File: src/rtl/dct_pkg.sv
// Shared constants and helpers for the 2-D DCT pipeline.
// The transpose swizzle turns a column-major output index into a row-major storage address.
package dct_pkg;

  localparam int DCT_N = 8;
  localparam int BLK   = DCT_N * DCT_N;
  localparam int W_ROW = 12;
  localparam int W_COL = 15;

  typedef enum logic {
    RD_IDLE,
    RD_DRAIN
  } rd_state_t;

  function automatic logic [5:0] transpose_addr(input logic [5:0] idx);
    return {idx[2:0], idx[5:3]};
  endfunction

endpackage

File: src/rtl/transpose_bank.sv
// One 64-entry coefficient bank: flop array, single write port, asynchronous read port.
// Contents are deliberately left unreset; the full flags decide what is meaningful.
module transpose_bank
  import dct_pkg::*;
#(
  parameter int W = W_ROW
) (
  input  logic         clk,
  input  logic         we,
  input  logic [5:0]   waddr,
  input  logic [W-1:0] wdata,
  input  logic [5:0]   raddr,
  output logic [W-1:0] rdata
);

  logic [W-1:0] mem [BLK];

  always_ff @(posedge clk) begin
    if (we) begin
      mem[waddr] <= wdata;
    end
  end

  assign rdata = mem[raddr];

endmodule

File: src/rtl/dct_transpose_buffer.sv
// Double-buffered 8x8 transpose between the row and column DCT passes.
// One bank fills in row-major order while the other drains column-major.
module dct_transpose_buffer
  import dct_pkg::*;
#(
  parameter int W = W_ROW
) (
  input  logic         clk,
  input  logic         rst,
  input  logic         in_valid,
  input  logic [W-1:0] in_data,
  output logic         out_valid,
  input  logic         out_ready,
  output logic [W-1:0] out_data,
  output logic         out_first,
  output logic         out_last,
  output logic         overflow
);

  localparam logic [5:0] LAST = 6'(BLK - 1);

  logic         wbank;
  logic [5:0]   waddr;
  logic         rbank;
  logic [5:0]   ridx;
  logic [1:0]   full;
  logic         wr_en;
  logic         load;
  logic         rd_done;
  logic [5:0]   raddr;
  logic [W-1:0] rdata [2];
  rd_state_t    state;
  rd_state_t    state_nxt;

  assign wr_en = in_valid && !full[wbank];
  assign raddr = transpose_addr(ridx);

  transpose_bank #(.W(W)) u_bank0 (
    .clk   (clk),
    .we    (wr_en && !wbank),
    .waddr (waddr),
    .wdata (in_data),
    .raddr (raddr),
    .rdata (rdata[0])
  );

  transpose_bank #(.W(W)) u_bank1 (
    .clk   (clk),
    .we    (wr_en && wbank),
    .waddr (waddr),
    .wdata (in_data),
    .raddr (raddr),
    .rdata (rdata[1])
  );

  always_ff @(posedge clk) begin
    if (rst) begin
      wbank    <= 1'b0;
      waddr    <= 6'd0;
      overflow <= 1'b0;
    end else if (in_valid) begin
      if (!full[wbank]) begin
        waddr <= waddr + 6'd1;
        if (waddr == LAST) begin
          wbank <= ~wbank;
        end
      end else begin
        overflow <= 1'b1;
      end
    end
  end

  // Set and clear always target different banks, so both may land in one cycle.
  always_ff @(posedge clk) begin
    if (rst) begin
      full <= 2'b00;
    end else begin
      if (wr_en && (waddr == LAST)) begin
        full[wbank] <= 1'b1;
      end
      if (rd_done) begin
        full[rbank] <= 1'b0;
      end
    end
  end

  always_ff @(posedge clk) begin
    if (rst) begin
      state <= RD_IDLE;
    end else begin
      state <= state_nxt;
    end
  end

  always_comb begin
    state_nxt = state;
    load      = 1'b0;
    rd_done   = 1'b0;
    case (state)
      RD_IDLE: begin
        if (full[rbank]) begin
          state_nxt = RD_DRAIN;
        end
      end
      RD_DRAIN: begin
        load = !out_valid || out_ready;
        if (load && (ridx == LAST)) begin
          rd_done   = 1'b1;
          state_nxt = full[~rbank] ? RD_DRAIN : RD_IDLE;
        end
      end
    endcase
  end

  always_ff @(posedge clk) begin
    if (rst) begin
      rbank     <= 1'b0;
      ridx      <= 6'd0;
      out_valid <= 1'b0;
      out_data  <= '0;
      out_first <= 1'b0;
      out_last  <= 1'b0;
    end else if (load) begin
      out_valid <= 1'b1;
      out_data  <= rdata[rbank];
      out_first <= (ridx == 6'd0);
      out_last  <= (ridx == LAST);
      ridx      <= ridx + 6'd1;
      if (ridx == LAST) begin
        rbank <= ~rbank;
      end
    end else if (out_ready) begin
      out_valid <= 1'b0;
    end
  end

endmodule

File: config.mk
export PLATFORM = sky130hd
export DESIGN_NAME = dct_transpose_buffer
export DESIGN_NICKNAME = d
export VERILOG_FILES = /design/src/rtl/dct_pkg.sv /design/src/rtl/transpose_bank.sv /design/src/rtl/dct_transpose_buffer.sv
export SDC_FILE = /design/constraint.sdc
export NUM_CORES = 1
export LEC_CHECK = 0
export BUFFER_PORTS_ARGS = -buffer_cell sky130_fd_sc_hd__buf_4
export CORE_UTILIZATION = 40
export CTS_CLUSTER_SIZE = 24
export DETAILED_ROUTE_END_ITERATION = 7
export HOLD_SLACK_MARGIN = 0.02
export PLACE_DENSITY_LB_ADDON = 0.1
export SYNTH_ARGS = -nofsm -noshare
export SYNTH_HDL_FRONTEND = slang
export SYNTH_SLANG_ARGS = --single-unit
File: constraint.sdc
create_clock -name clk -period 3.18 [get_ports clk]
set_input_delay 0.318 -clock clk [delete_from_list [all_inputs] [get_ports clk]]
set_output_delay 0.318 -clock clk [all_outputs]
set_load 0.05 [all_outputs]
# ---- Word-level counts from Yosys, hierarchy flattened
# Memories as Yosys holds them, arrays and structs flattened. A register that Yosys moved wholly into a read port is not among the register bits.
# Index checks and enable logic that the tools add are counted.
dict set report classes {
  order_cmp 6
  n_reduce_logical 17
  addsub 2
  bitwise 8
  mux 33
  n_eq_ne 2
}
# op n
set ops {}
lappend ops {{$mux 12} 3}
lappend ops {{$mux 6} 4}
lappend ops {{$mux 1} 20}
lappend ops {{$add 6x1->6 const B} 2}
lappend ops {{$eq 6x6->1 const B} 2}
lappend ops {{$logic_and 1x1->1} 7}
lappend ops {{$logic_not 6->1} 1}
lappend ops {{$lt 1x2->1 const B} 3}
lappend ops {{$mux 2} 3}
lappend ops {{$reduce_and 2->1} 3}
lappend ops {{$not 1->1} 4}
lappend ops {{$logic_not 1->1} 3}
lappend ops {{$reduce_and 3->1} 1}
lappend ops {{$and 2x2->2} 1}
lappend ops {{$demux 1 s1} 2}
lappend ops {{$ge 1x1->1 const B} 2}
lappend ops {{$ge 2x2->1 const B} 1}
lappend ops {{$not 1->2} 1}
lappend ops {{$not 2->2} 1}
lappend ops {{$or 2x2->2} 1}
lappend ops {{$pmux 1 s2} 1}
lappend ops {{$reduce_bool 2->1} 1}
lappend ops {{$logic_or 1x1->1} 1}
dict set report word_totals {
  register_bits 33
  ramBits 1536
  input_bits 16
  out_inout_bits 16
  memories 2
}
# memory words width read_ports rd_ports_with_merged_regs wr line_no
set memory_table {}
lappend memory_table {u_bank0.mem 64 12 1 1 1 transpose_bank.sv:16} ;# logic [W-1:0] mem [BLK];
lappend memory_table {u_bank1.mem 64 12 1 1 1 transpose_bank.sv:16}

# ---- Depth between registers and ports, before layout
# Gate-level depths: netlist (run 1).
dict set report logic_depth {
  word_depth 9
  mapped_depth 11
  ltp_nobuf 6
}

# ---- By module
# From an unflattened synthesis (run 1), not the netlist that was laid out.
dict set report hier_totals {
  cells_unflattened 2825
  area_unflattened_um2 60757.0
}
# module seq_area_each_um2 area_per_inst_um2 cells_each n_inst
set by_module_without_submodules {}
lappend by_module_without_submodules {transpose_bank 23062.1 29610.9 1327 2}
lappend by_module_without_submodules {dct_transpose_buffer 660.6 1535.2 171 1}

# ---- Least setup slack after synthesis (run 1)
# Ideal clock, no wire load.
dict set report synth_timing {
  kind {flip-flop to flip-flop}
  start {register waddr[0]}
  end {memory u_bank0.mem[41][0] (netlist bit), enable pin}
  setup_ns 0.380
  t_arrival_ns 1.929
  period_less_slack_ns 2.309
  path_stages_with_launch 6
  n_path_buf 3
  slack_ns 0.871
  required_ns 2.800
  cell_sequence {dfxtp_1 > clkbuf_1 > or3b_2 > clkbuf_1 > clkbuf_1 > nor2_1}
}
# element line_no
set synth_lines {}
lappend synth_lines {{from (decl)} dct_transpose_buffer.sv:23} ;# logic [5:0] waddr;
lappend synth_lines {{from (signal assigned)} dct_transpose_buffer.sv:63} ;# waddr <= waddr + 6'd1;
lappend synth_lines {{to (decl)} transpose_bank.sv:16}
# No word-level cell before the write port.

==> results of run 1 <==
-- Yosys cell counts, types with 8 or more instances --
cell type / instances / area (µm²)
edfxtp_1: 1536 / 46120
mux4_2: 322 / 7252
mux2i_1: 211 / 2112
nor2_1: 188 / 705.7
a22oi_1: 69 / 518.0
clkbuf_1: 56 / 210.2
nand2_1: 49 / 183.9
buf_2: 44 / 220.2
dfxtp_1: 39 / 780.8
a21oi_1: 38 / 190.2
a221oi_1: 33 / 289.0
buf_4: 33 / 247.7
nor3_1: 22 / 110.1
a211oi_1: 20 / 150.1
buf_6: 20 / 225.2
nor2b_1: 18 / 112.6
a22o_1: 12 / 105.1
buf_1: 12 / 45.04
nand3_1: 12 / 60.06
o21ai_0: 12 / 60.06
nand2b_1: 11 / 68.82
a211o_1: 9 / 78.83
nor4_1: 9 / 56.30
o21ai_1: 9 / 45.04
a2111oi_0: 8 / 70.07
mux2_2: 8 / 90.09
mux4_1: 8 / 210.2
o311a_1: 8 / 80.08
-- layer usage --
metal / GRT usage [%] / vias to the layer above
met3: 3.624 / 196
met2: 33.16 / 888
met1: 30.02 / 16120
li1: - / 12710
met4: 5.447 / 2
met5: 0 / -
-- power by group --
part	switching (mW)	total (mW)	internal, mW	leakage, nW
registers	0.0119	22.8	22.8	14.1
clock network	7.86	18.8	10.9	2.55
logic	0.490	0.591	0.101	4.87
-- placed cells by master, fill, tap and decap left out, types with 12 or more instances in the layout --
master / n
edfxtp_1: 1536
mux4_2: 322
buf_4: 304
mux2i_1: 211
nor2_1: 188
clkbuf_16: 174
a22oi_1: 69
nand2_1: 49
clkbuf_1: 41
a21oi_1: 38
clkinv_1: 37
dfxtp_1: 35
buf_12: 35
a221oi_1: 33
nor3_1: 22
a211oi_1: 20
clkinv_2: 19
nor2b_1: 16
nand3_1: 12
a22o_1: 12
o21ai_0: 12
-- state kept, by name, summed over array words and instances (netlist names), named ones only --
name and flops:
out_valid 1, ridx 6, state 1, waddr 6, u_bank0.mem 768, full 2
out_data 12, rbank 1, out_first 1, overflow 1, out_last 1, wbank 1
u_bank1.mem 768
-- critical path: cells and delay by family, from the launching register on --
family          cells  cell delay [ns]
flops               1             0.58
buf+inv             2             0.56
simple gates        1             0.68
compound gates      3             1.17
-- metrics by stage --
stage                     hold slack [ns]  util (%)  TNS [ns]  instance area [µm²]  power, mW
after floorplan                    0.4169         -         0                60970      23.33
after global placement             0.5060     43.50   -0.1765                65470      23.81
after detailed placement           0.5130     43.50   -0.2688                65470      23.84
after CTS                         0.05748     47.07         0                70830      42.61
after global routing              0.09282     47.07         0                70830      43.36
final                             0.08725     47.07         0                70840      42.18
-- final cells by class --
| cell class | count | area (µm²) | area share (%) |
|---|---|---|---|
| antenna | 3 | 7.507 | 0.01060 |
| clock inverter | 88 | 770.7 | 1.088 |
| sequential | 1575 | 46920 | 66.23 |
| tap | 2016 | 2522 | 3.561 |
| timing repair buffer | 344 | 3033 | 4.281 |
| multi-input combinational | 1134 | 13040 | 18.41 |
| inverter | 6 | 22.52 | 0.03179 |
| clock buffer | 216 | 4522 | 6.383 |
-- cells by family (layout without fill, tap and decap cells) --
family | after synthesis | in the layout | share of synthesized area (%)
and+or+nand+nor | 337 | 337 | 2.444
adders and majority gates | 3 | 3 | 0.06157
muxes | 549 | 549 | 15.85
DFF | 1575 | 1575 | 76.93
xor gates and xnor gates | 11 | 11 | 0.1580
AOI/OAI and AO/OA | 234 | 234 | 2.838
buffers and inverters | 175 | 654 | 1.716
other | 0 | 3 | 0
-- worst min-delay path by stage --
| stage | end | slack (ns) | cells after the start |
|---|---|---|---|
| CTS | u_bank0.mem[15][0]$_DFFE_PP_ | 0.06 | 1 |
| global placement | ridx[1]$_SDFFE_PP0P_ | 0.51 | 2 |
| floorplan | u_bank0.mem[0][0]$_DFFE_PP_ | 0.42 | 0 |
| global route | u_bank0.mem[13][0]$_DFFE_PP_ | 0.09 | 1 |
| finish | u_bank0.mem[15][0]$_DFFE_PP_ | 0.09 | 1 |
| detailed placement | register | 0.51 | 2 |
-- what timing repair did --
item / CTS / global route
gates resized for setup: 3 / 0
setup buffers: 0 / 0
setup endpoints to repair: 3 / 0
endpoints found under the hold margin: 91 / 0
hold buffers: 5 / 0
==> summary.txt, run 1 <==
Clocking
  – Clk buf depth: 3
  – CTS tree: yes
  – Clock slew at reported path FFs: 0.06 ns
  – Worst-skew pair later-pin latency: roughly 0.78 ns
  – Clock sink total: 1575
  – Root Driver: clkbuf_16
  – Total CTS buffers: 167
  – H-Tree Level Count: 4

Synthesis
  – Yosys cell types: 53
  – Mapped Cells: about 2900
  – Net Count, Synth: 2903
  – Post-synthesis async set-or-reset flop share: 0%
  – Seq/Total Area, Yosys: 76.93%
  – Syn Std Cell Area: 60970 µm²
  – Synth warn: 0
  – Synthesis-stage register bit count: 1575
  – Mapped Avg Cell Area: approximately 21 µm²
  – Post-synth EDFFs: between 1500 and 2000
  – Top_reg_cell synth: edfxtp_1

Timing
  – Max Freq: around 330 MHz
  – Hold Vio Cnt, Final: 0
  – Period utilization: a little over nine tenths
  – Worst slew pin tran: approximately 1.1 ns
  – Final Skew: between 0.015 and 0.02 ns
  – Final worst setup slack: 0.1233 ns
  – Slew margin rel.: 28.13%
  – Final setup vio count: 0
  – Fin crit period: 3.057 ns
  – RSZ-0062 raised after global routing: no
  – Slew Viols, Final: 0

Worst setup path
  – Max stage delay on crit path: 0.81 ns
  – Max FO, Critical Path: 19
  – Cells along the critical path: buf_12, nor2b_1, buf_4, a22oi_1, a21oi_1, o311a_1
  – Crit path capture: out_data[11]$_SDFFE_PP0P_
  – Setup CP Type: register to register
  – CP Launch Type: register
  – Slowest CP cell: a21oi_1
  – Worst reg2reg endpoint: out_data[11]$_SDFFE_PP0P_
  – Flop2flop setup slack: 0.12 ns
  – WP data required: 3.90 ns
  – Critical Path AT: 3.78 ns
  – Crit. End Element: register
  – R2R depth: 6

Global route
  – Initial antenna violation count: 7
  – Global Route Usage Sum: 20.94%
  – Grt ovf: 0
  – Largest net degree at the start of global routing: between 100 and 150
  – Vias in the first global route: 30590
  – First-pass GRT wire length: 227400 µm

Floorplanning
  – Number of core rows: 142
  – Die W: 392.4 µm
  – Area of the die: 154000 µm²
  – Io pins: 32
  – Die Ht: 392.4 µm
  – Initial Util: 40.51%
  – Core Area: about 150000 µm²

Drt
  – 1st-iter DRT viols: 2919
  – Met3 wire len: 8680 µm
  – Detail Route Antenna Nets: 0
  – Via count: 29910
  – Metal-1 WL: 71350 µm
  – DRT Wirelength: 159100 µm
  – 1st-pass router iterations: 6
  – DRC Markers: 0
  – Drt via density: about 5.6
  – Met2 wire len: 75740 µm
  – Wire per inst: 29.57 µm
  – Top sig layer: met5

Power and ir drop
  – Max IR drop VDD: 0.6152 mV
  – Pleak: 21.54 nW
  – PwrDens: 595.4 nW/µm²

Cells and area
  – Fin nets: 3247
  – FILL cells: 12450
  – Area delta synth->final: 16.19%
  – Post-Layout Cell Count: 5382
  – Share of layout cells above drive strength 1: 27.06%

Worst hold path
  – HP Class: primary input to register
  – Hold path start: in_data[0]

Place
  – Port Buf Inserts: 31
  – Routability congestion estimate: 0.8295
  – Setup WS pre-CTS: -0.1423 ns
  – Inst Count DP: slightly above 5000
  – Final HPWL DP: between 100000 and 150000 µm

Status
  – Status: finished, final reports clean

Flow run
  – Max-cap violation count: 0
Power figures use the tool's default switching activity.
==> inputs of run 2 (changes only) <==
Settings changed: BUFFER_PORTS_ARGS -buffer_cell sky130_fd_sc_hd__buf_4 to -buffer_cell sky130_fd_sc_hd__buf_2, CTS_BUF_LIST set to sky130_fd_sc_hd__clkbuf_8, GPL_TIMING_DRIVEN set to 0.
==> run 2 against run 1 <==
The run now ends with max-capacitance violations, negative setup slack left. Clock power decreased by 12%. Cell count rose by 1.7%. Register-to-register slack got worse by 0.20 ns. Final area shrank 0.93%. Die area stayed put. Utilization decreased by 0.44 points. Non-clock buffer count is 80 lower. Wire length increased by 12%. Critical path type unchanged. Largest power group unchanged.
==> summary.txt, run 2 (same netlist as run 1, synthesis figures left out) <==
Cells and area
  – Share of layout cells above drive strength 1: 28.79%
  – Most frequent cells in the layout: 1536 x edfxtp_1, 322 x mux4_2, 290 x clkbuf_8, 197 x mux2i_1, 105 x nor2_1
  – Area delta synth->final: 15.11%
  – Final Cell Area: about 70000 µm²
  – Commonest non-fill, non-tap cell in the layout: edfxtp_1
  – Fin nets: 3282
  – Post-Layout Cell Count: 5473
  – Largest regs: u_bank0.mem x768, u_bank1.mem x768, out_data x12

Worst hold path
  – Hold Path End: u_bank0.mem[43][3]$_DFFE_PP_
  – Hold Path Depth: 2
  – HP Class: primary input to register
  – Hold path start: in_data[3]

Drt
  – Via count: 31080
  – Wire per inst: 32.62 µm
  – Metal-1 WL: 73400 µm
  – Detail Route Antenna Nets: 0
  – 1st-iter DRT viols: 2919
  – Met2 wire len: between 80000 and 90000 µm
  – Drt via density: 5.679
  – Met3 wire len: 13090 µm
  – Top sig layer: met5
  – DRT Wirelength: 178500 µm
  – 1st-pass router iterations: 6
  – DRC Markers: 0

Floorplanning
  – Number of core rows: 142
  – Core Area: roughly 150000 µm²
  – Die W: 392.4 µm
  – Area of the die: 154000 µm²
  – Die Ht: 392.4 µm
  – Io pins: 32
  – Initial Util: 40.51%

Worst setup path
  – Reg2reg start: waddr[0]$_SDFFE_PP0N_
  – CP Launch Type: register
  – Crit. End Element: register
  – R2R depth: 4
  – Setup CP Type: register to register
  – Max FO, Critical Path: 12
  – Critical Path AT: 3.86 ns
  – Flop2flop setup slack: -0.08 ns
  – Worst reg2reg endpoint: u_bank0.mem[63][1]$_DFFE_PP_
  – WP data required: 3.78 ns

Clocking
  – Worst-skew pair later-pin latency: 1.00 ns
  – Clock sink total: approximately 1600
  – H-Tree Level Count: 5
  – Total CTS buffers: 282
  – Clk buf depth: 4
  – Clock slew at reported path FFs: roughly 0.060 ns
  – CTS tree: yes
  – Root Driver: clkbuf_8

Global route
  – Vias in the first global route: 32100
  – Initial antenna violation count: 6
  – Largest net degree at the start of global routing: 93
  – Grt ovf: 0
  – First-pass GRT wire length: about 250000 µm
  – Global Route Usage Sum: 23.44%

Timing
  – Setup tns final: -3.821 ns
  – Period utilization: 102.5%
  – Hold Vio Cnt, Final: 0
  – Fin crit period: 3.258 ns
  – Max Freq: slightly above 300 MHz
  – Final worst setup slack: -0.07810 ns
  – Slew Viols, Final: 0
  – Final setup vio count: 87
  – Slew margin rel.: less than 1%
  – Worst slew pin tran: 1.497 ns
  – Final Skew: 0.06397 ns
  – Final hold slack: approximately 0.3 ns
  – RSZ-0062 raised after global routing: yes

Status
  – Status: finished with violations
  – Violated checks: max-capacitance violations, negative setup slack

Power and ir drop
  – Pleak: between 20 and 25 nW
  – PwrDens: 571.2 nW/µm²
  – Flop pwr share: 56.9%
  – Max IR drop VDD: 0.2942 mV
  – Switching power: between 8 and 9 mW
  – Sw frac: around a fifth
  – Gate power share: 1.6%
  – Clock group share of total power: 41.5%
  – Total Power: between 40 and 50 mW
  – Internal cell power: 31.54 mW

Place
  – Inst Count DP: just under 5000
  – DP Area: roughly 64000 µm²
  – Routability congestion estimate: 1.070
  – Port Buf Inserts: 29
  – Final HPWL DP: 120700 µm

Flow run
  – Max-cap violation count: 1
## run 2: cell count changes in the layout (fill, tap and decap cells not counted), moves of 34 or more
cell / before / now
buf_2: 0 / 45
buf_4: 304 / 72
buf_6: 0 / 34
clkbuf_16: 174 / 0
clkbuf_8: 1 / 290
clkinv_1: 37 / 76
inv_1: 6 / 90
nor2_1: 188 / 105
nor2_2: 1 / 62
## run 2: timing repair
action / in CTS / in global routing
buffers inserted: 14 / 15
hold buffers: 15 / 0
hold endpoints to repair: 654 / 0
gates cloned: 0 / 0
pin swaps: 12 / 20
endpoints found under the setup margin: 811 / 450
gates resized for setup: 167 / 49
## run 2: worst max-delay path by stage
stage | endpoint | cells after the start | start
final | u_bank0.mem[63][1]$_DFFE_PP_ | 4 | waddr[0]$_SDFFE_PP0N_
after floorplan | u_bank0.mem[41][0]$_DFFE_PP_ | 5 | waddr[0]$_SDFFE_PP0N_
after global routing | u_bank0.mem[58][8]$_DFFE_PP_ | 5 | waddr[0]$_SDFFE_PP0N_
after CTS | u_bank0.mem[39][0]$_DFFE_PP_ | 4 | waddr[0]$_SDFFE_PP0N_
after detailed placement | out_data[4]$_SDFFE_PP0P_ | 7 | register
after global placement | out_data[5]$_SDFFE_PP0P_ | 7 | register
## run 2: worst max-delay path, stage by stage (launching register included)
cell and delay, ns:
dfxtp_1 0.35, clkbuf_1 0.29, nand3_1 0.56, clkbuf_1 0.75, nor2_2 0.91
## run 2: area by class of cell
type,instances,area (µm²)
repair buffers,97,1147
clock inverters,183,802.0
multi-input cells,1134,13660
diodes,5,12.51
flip-flops and latches,1575,46910
clock buffers,290,3991
plain buffers,167,1115
fillers,12630,80300
inverters,6,22.52
well taps,2016,2522
## run 2: metal layers
layer,vias to the layer above,track usage [%]
met5,-,0
met4,6,9.467
met3,302,6.106
met2,1306,37.13
met1,16660,30.80
li1,12800,-
## run 2: metrics by stage
| stage | utilization, % | worst slack (ns) |
|---|---|---|
| after CTS | 46.39 | -0.3000 |
| after global routing | 46.63 | -0.1927 |
| final | 46.64 | -0.07810 |
| after detailed placement | 42.65 | -1.038 |
| after global placement | 42.29 | -0.9500 |
| after floorplan | - | 0.8706 |
## run 2: power by group through the flow
stage	registers [mW]	clock network, mW	logic [mW]
CTS	22.8	17.0	0.660
floorplan	23.2	0	0.0921
global route	22.8	17.9	0.696
finish	22.8	16.6	0.660
detailed placement	23.2	0	0.627
global placement	23.3	0	0.536
